File: src/rtl/ise_div_sched_if.sv
// ise_div_sched_if: request/result bundle of the shared divider.
// master = requester side, slave = divider side.
interface ise_div_sched_if #(
    parameter int NUM_REQ = 3,
    parameter int DVD_W   = 30,
    parameter int DSR_W   = 15,
    parameter int QUO_W   = 17
);
    logic [NUM_REQ-1:0]       req;
    logic [NUM_REQ*DVD_W-1:0] dvd_flat;
    logic [NUM_REQ*DSR_W-1:0] dsr_flat;
    logic [NUM_REQ-1:0]       ack;
    logic                     busy;
    logic                     res_valid;
    logic [1:0]               res_id;
    logic [QUO_W-1:0]         res_quo;
    logic                     res_dz;

    modport master (
        output req,
        output dvd_flat,
        output dsr_flat,
        input  ack,
        input  busy,
        input  res_valid,
        input  res_id,
        input  res_quo,
        input  res_dz
    );

    modport slave (
        input  req,
        input  dvd_flat,
        input  dsr_flat,
        output ack,
        output busy,
        output res_valid,
        output res_id,
        output res_quo,
        output res_dz
    );
endinterface

File: src/rtl/ise_div_sched.sv
// ise_div_sched: round-robin shared restoring divider, one quotient bit/cycle.
// Define ISE_DIV_ROUND_EN for round-to-nearest (ties up) instead of truncation.
module ise_div_sched #(
    parameter int NUM_REQ = 3,
    parameter int DVD_W   = 30,
    parameter int DSR_W   = 15,
    parameter int QUO_W   = 17
) (
    input  logic           clk,
    input  logic           reset,
    ise_div_sched_if.slave bus
);
`ifdef ISE_DIV_ROUND_EN
    localparam int NB = DVD_W + 1;
`else
    localparam int NB = DVD_W;
`endif
    localparam int CW = $clog2(NB) + 1;

    typedef enum logic [1:0] {
        IDLE = 2'd0,
        CALC = 2'd1,
        DONE = 2'd2
    } state_t;

    state_t             state_q, state_d;
    logic [1:0]         ptr_q, ptr_d;
    logic [1:0]         cur_q, cur_d;
    logic [CW-1:0]      cnt_q, cnt_d;
    logic [NB-1:0]      work_q, work_d;
    logic [DSR_W-1:0]   rem_q, rem_d;
    logic [DSR_W-1:0]   dsr_q, dsr_d;
    logic [NUM_REQ-1:0] ack_q, ack_d;
    logic [1:0]         rid_q, rid_d;
    logic [QUO_W-1:0]   quo_q, quo_d;
    logic               dz_q, dz_d;

    logic               any_req;
    logic [1:0]         win;
    logic [DVD_W-1:0]   sel_dvd;
    logic [DSR_W-1:0]   sel_dsr;
    logic [NB-1:0]      sel_ext;
    logic [DSR_W:0]     shf;
    logic               ge;
    logic [NB-1:0]      q_full;
    logic               sat;
    logic               last;
    logic               busy_c;
    logic               rv_c;

    // Round-robin pick: first pending requester after ptr, wrapping.
    always_comb begin
        int idx;
        idx     = 0;
        any_req = 1'b0;
        win     = ptr_q;
        for (int k = NUM_REQ; k >= 1; k--) begin
            idx = (int'(ptr_q) + k) % NUM_REQ;
            if (bus.req[idx]) begin
                any_req = 1'b1;
                win     = 2'(idx);
            end
        end
    end

    // Operand mux for the winner, optionally biased by half the divisor.
    always_comb begin
        sel_dvd = bus.dvd_flat[int'(win)*DVD_W +: DVD_W];
        sel_dsr = bus.dsr_flat[int'(win)*DSR_W +: DSR_W];
`ifdef ISE_DIV_ROUND_EN
        sel_ext = NB'(sel_dvd) + NB'(sel_dsr >> 1);
`else
        sel_ext = sel_dvd;
`endif
    end

    // One restoring step; shf is the DSR_W+1 bit partial remainder.
    always_comb begin
        shf    = {rem_q, work_q[NB-1]};
        ge     = shf >= {1'b0, dsr_q};
        q_full = {work_q[NB-2:0], ge};
        sat    = |q_full[NB-1:QUO_W];
        last   = cnt_q == CW'(NB - 1);
    end

    // State register.
    always_ff @(posedge clk or posedge reset) begin
        if (reset) begin
            state_q <= IDLE;
        end else begin
            state_q <= state_d;
        end
    end

    // Next-state logic.
    always_comb begin
        state_d = state_q;
        unique case (state_q)
            IDLE: begin
                if (any_req) begin
                    state_d = (sel_dsr == '0) ? DONE : CALC;
                end
            end
            CALC: begin
                if (last) begin
                    state_d = DONE;
                end
            end
            DONE:    state_d = IDLE;
            default: state_d = IDLE;
        endcase
    end

    // Datapath next values: capture, iterate, publish result.
    always_comb begin
        ptr_d  = ptr_q;
        cur_d  = cur_q;
        cnt_d  = cnt_q;
        work_d = work_q;
        rem_d  = rem_q;
        dsr_d  = dsr_q;
        ack_d  = '0;
        rid_d  = rid_q;
        quo_d  = quo_q;
        dz_d   = dz_q;
        unique case (state_q)
            IDLE: begin
                if (any_req) begin
                    ptr_d  = win;
                    cur_d  = win;
                    ack_d  = NUM_REQ'(1) << win;
                    work_d = sel_ext;
                    rem_d  = '0;
                    dsr_d  = sel_dsr;
                    cnt_d  = '0;
                    if (sel_dsr == '0) begin
                        rid_d = win;
                        quo_d = '1;
                        dz_d  = 1'b1;
                    end
                end
            end
            CALC: begin
                work_d = q_full;
                rem_d  = ge ? DSR_W'(shf - {1'b0, dsr_q})
                            : shf[DSR_W-1:0];
                cnt_d  = cnt_q + 1'b1;
                if (last) begin
                    rid_d = cur_q;
                    dz_d  = 1'b0;
                    quo_d = sat ? '1 : q_full[QUO_W-1:0];
                end
            end
            default: ;
        endcase
    end

    // Datapath registers; reset drops any in-flight division.
    always_ff @(posedge clk or posedge reset) begin
        if (reset) begin
            ptr_q  <= 2'(NUM_REQ - 1);
            cur_q  <= '0;
            cnt_q  <= '0;
            work_q <= '0;
            rem_q  <= '0;
            dsr_q  <= '0;
            ack_q  <= '0;
            rid_q  <= '0;
            quo_q  <= '0;
            dz_q   <= 1'b0;
        end else begin
            ptr_q  <= ptr_d;
            cur_q  <= cur_d;
            cnt_q  <= cnt_d;
            work_q <= work_d;
            rem_q  <= rem_d;
            dsr_q  <= dsr_d;
            ack_q  <= ack_d;
            rid_q  <= rid_d;
            quo_q  <= quo_d;
            dz_q   <= dz_d;
        end
    end

    // State-decoded outputs.
    always_comb begin
        busy_c = state_q != IDLE;
        rv_c   = state_q == DONE;
    end

    assign bus.ack       = ack_q;
    assign bus.busy      = busy_c;
    assign bus.res_valid = rv_c;
    assign bus.res_id    = rid_q;
    assign bus.res_quo   = quo_q;
    assign bus.res_dz    = dz_q;

endmodule

File: src/flat_wrapper.sv
// flat-port wrapper written by rule: the top's interface ports become plain ports
module ise_div_sched_flat 
#(
    parameter int NUM_REQ = 3,
    parameter int DVD_W   = 30,
    parameter int DSR_W   = 15,
    parameter int QUO_W   = 17
)
  (clk, reset, bus_req, bus_dvd_flat, bus_dsr_flat, bus_ack, bus_busy, bus_res_valid, bus_res_id, bus_res_quo, bus_res_dz);
  ise_div_sched_if #(.NUM_REQ(NUM_REQ), .DVD_W(DVD_W), .DSR_W(DSR_W), .QUO_W(QUO_W)) bus_i ();
  input  logic clk;
  input  logic reset;
  input wire logic [$bits(bus_i.req)-1:0] bus_req;
  input wire logic [$bits(bus_i.dvd_flat)-1:0] bus_dvd_flat;
  input wire logic [$bits(bus_i.dsr_flat)-1:0] bus_dsr_flat;
  output wire logic [$bits(bus_i.ack)-1:0] bus_ack;
  output wire logic [$bits(bus_i.busy)-1:0] bus_busy;
  output wire logic [$bits(bus_i.res_valid)-1:0] bus_res_valid;
  output wire logic [$bits(bus_i.res_id)-1:0] bus_res_id;
  output wire logic [$bits(bus_i.res_quo)-1:0] bus_res_quo;
  output wire logic [$bits(bus_i.res_dz)-1:0] bus_res_dz;
  assign bus_i.req = bus_req;
  assign bus_i.dvd_flat = bus_dvd_flat;
  assign bus_i.dsr_flat = bus_dsr_flat;
  assign bus_ack = bus_i.ack;
  assign bus_busy = bus_i.busy;
  assign bus_res_valid = bus_i.res_valid;
  assign bus_res_id = bus_i.res_id;
  assign bus_res_quo = bus_i.res_quo;
  assign bus_res_dz = bus_i.res_dz;
  ise_div_sched #(.NUM_REQ(NUM_REQ), .DVD_W(DVD_W), .DSR_W(DSR_W), .QUO_W(QUO_W)) u_core (.clk(clk), .reset(reset), .bus(bus_i));
endmodule
File: config.mk
export PLATFORM = sky130hd
export DESIGN_NAME = ise_div_sched_flat
export DESIGN_NICKNAME = d
export VERILOG_FILES = /design/src/rtl/ise_div_sched_if.sv /design/src/rtl/ise_div_sched.sv /design/src/flat_wrapper.sv
export SDC_FILE = /design/constraint.sdc
export NUM_CORES = 1
export LEC_CHECK = 0
export CORE_UTILIZATION = 52
export DETAILED_ROUTE_END_ITERATION = 16
export PLACE_DENSITY = 0.82
export SYNTH_ARGS = -nofsm -noshare
export SYNTH_HDL_FRONTEND = slang
export SYNTH_SLANG_ARGS = --single-unit
export TNS_END_PERCENT = 50
File: constraint.sdc
create_clock -name clk -period 6.9 [get_ports clk]
set_clock_uncertainty 0.05 [all_clocks]
set_input_delay 1.035 -clock clk [delete_from_list [all_inputs] [get_ports clk]]
set_output_delay 1.035 -clock clk [all_outputs]
set_load 0.1 [all_outputs]
==> qor.yml <==
worst-setup-path-type: "in -> reg"
timing.rr.start: "u_core.cur_q[0]"
netlist_area_um2: 6070
finalCritPeriodShare: 0.624
grt_start_max_net_pins: 82
ios: 165
fill_cells: 883
dr.pass1.iters: 5
max_slew_margin: 0.238
clock_power_share: 0.128
core_area_um2: 11400
hold_buffers: 0
endpoint_kind: "register"
critPathCapture: "u_core.work_q[27]"
rsz0062_at_grt: "false"
grt_pass1_vias: 5512
ys_top_cells_by_area: "dfrtp_1 38%, mux2_1 7.8%, a221oi_1 6.3%"
startpoint: "bus_req[2]"
critical-path-top-delay-family: "simple AND/OR/NAND/NOR gates"
final_cell_area_um2: 8050
r2r_cells: 10
status: "complete, no violations"
cap_violations: 0
crit_cells: 8
fmax_mhz: 232
worst_slack_ps: 2600
synth-main-ff-cell: "dfrtp_1"
r2r_end: "u_core.bus.res_id[0]"
synth_nets: 805
setup_viol: 0
critical_path_buf_inv_count: 2
synthArstFlopShare: 1.00
vias: 5728
required_ps: 7070
cts_root_buffer: "clkbuf_16"
grt_pass1_wl_um: 27600
reg2reg_slack_ps: 2810
hold_path.class: "reg -> reg"
dieArea_um2: 12100
grtUsageTotal: 0.299
path_max_fanout: 50
drtAntennaViolNets: 0
diodes: 0
setup_tns_ps: 0
row_count: 39
multiInputGateArea_um2: 3450
p_sw_w: 0.00184
crit_slowest_cell: "nor4_4"
p_sw_frac: 0.487
yosysSeqAreaShare: 0.388
p_per_area_nw_per_um2: 471
cts_tree: "yes"
fin_util: 0.705
p_leak_nw: 3.24
slew_viol_final: 0
synth_common_cells: "93 x dfrtp_1, 64 x nand2_1, 48 x nor2_1"
gp_congestion: 0.974
htreeDepth: 3
max_stage_delay_ps: 930
yosysWarnings: 0
tightestPinTransition_ps: 1140
worstSetupStartpointType: "primary input"
nets: 940
clkSinkCount: 94
cts_setup_buffers: 0
regArea_um2: 2350
pwr-share-seq: 0.243
io_buffers: 164
die_h_um: 110
cts_inserted_buffers: 9
antenna_found_initial: 0
report.power.total_w: 0.00379
combPwrFrac: 0.628
syn_inst: 643
min_period_ps: 4300
ys_types: 67
clockBufferDepth: 2
syn_area_per_cell_um2: 9.45
dp_slack_ps: 2350
postPlaceCellArea_um2: 7750
routed_wl_um: 17400
insertion_delay_ps: 350
yosysTopAreaCell: "dfrtp_1"
dieWidth_um: 110
hold_viol_final: 0
path_clk_slew_ps: 70
ir_drop_uv: 393
synth-edff-count: 0
drcViolationCount: 0
p_int_w: 0.00194
drt-initial-drc-count: 442
worstPathCellList: "clkdlybuf4s50_1 -> and3b_1 -> a2bb2o_4 -> a31o_4 -> nor4_4 -> buf_4 -> a221oi_1 -> o31ai_1"
overflow: 0
syn2layout_area_growth_pct: 32.5
place_hpwl_um: 12800
worstPathArrival_ps: 4480
cts_resized: 0
drive_gt1_frac: 0.0600
synth.ff_latch_count: 94
vias_per_cell: 6.19
yosysMostFrequentCell: "dfrtp_1"
start_util: 0.532
synth_top_area_share: 0.383
routedWlPerCell_um: 18.8
==> routing by layer <==
metal | vias to the layer above | global-route usage | part of all wire
li1 | 2693 | - | -
met1 | 2793 | 0.397 | 0.43
met2 | 202 | 0.481 | 0.48
met3 | 40 | 0.0464 | 0.068
met4 | 0 | 0.137 | 0.029
met5 | - | 0 | 0
==> cells by family (layout without fill, tap and decap cells) <==
group / after synthesis / in the layout / synth area share
adders and majority gates: 22 / 22 / 0.0466
and+or+nand+nor: 185 / 185 / 0.146
DFF: 94 / 94 / 0.388
AOI/OAI and AO/OA: 201 / 201 / 0.248
muxes: 61 / 61 / 0.111
xor gates and xnor gates: 9 / 9 / 0.0130
buffers and inverters: 71 / 211 / 0.0474
==> through the flow <==
step                      instances  hold WS [ps]
after detailed placement        910           417
after CTS                       926           441
final                           926           435
after floorplan                 643           396
after global placement          910           413
after global routing            926           458
==> power groups by stage <==
stage / logic [W] / registers (W) / clock network (W)
2_1_floorplan: 0.00175 / 0.000996 / 0
3_3_place_gp: 0.00229 / 0.000917 / 0
3_5_place_dp: 0.00236 / 0.000926 / 0
4_1_cts: 0.00237 / 0.000918 / 0.000492
5_1_grt: 0.00263 / 0.000943 / 0.000515
6_report: 0.00238 / 0.000921 / 0.000487
==> cell usage in the layout (no fill, tap or decap), types with 9 or more instances in the layout <==
master / count
a21oi_1: 27
nand3_1: 13
clkbuf_16: 9
dfrtp_1: 93
nor4_1: 10
nor3_1: 9
nand2_1: 64
mux2i_1: 13
o22a_1: 16
a21o_1: 10
o21ai_0: 27
mux2_1: 42
ha_1: 21
a221oi_1: 44
clkdlybuf4s50_1: 164
nor2_1: 47
o31ai_1: 28
inv_1: 25
==> cell type report <==
cell class / instances / area share
Sequential cell: 94 / 0.292
Clock inverter: 7 / 0.00840
Clock buffer: 9 / 0.0280
Timing Repair Buffer: 168 / 0.208
Inverter: 27 / 0.0128
Multi-Input combinational cell: 478 / 0.428
Tap cell: 143 / 0.0222
==> registers in the layout, summed over array words and instances, names as in the netlist <==
signal              flops
u_core.bus.res_dz       1
u_core.ptr_q            1
u_core.state_q          2
u_core.cnt_q            6
u_core.dsr_q           15
u_core.bus.ack          3
u_core.cur_q            2
u_core.work_q          30
u_core.bus.res_quo     17
u_core.rem_q           15
u_core.bus.res_id       2
==> worst min-delay path by stage <==
stage | from | end | slack, ps | depth (start not counted)
floorplan | u_core.cnt_q[5] | u_core.cnt_q[5] | 400 | 1
global placement | u_core.cnt_q[5] | u_core.cnt_q[5] | 410 | 1
detailed placement | u_core.dsr_q[4] | u_core.dsr_q[4] | 420 | 1
CTS | u_core.dsr_q[4] | u_core.dsr_q[4] | 440 | 1
global route | u_core.dsr_q[4] | u_core.dsr_q[4] | 460 | 1
finish | u_core.dsr_q[4] | u_core.dsr_q[4] | 430 | 1
Power figures use the tool's default switching activity.
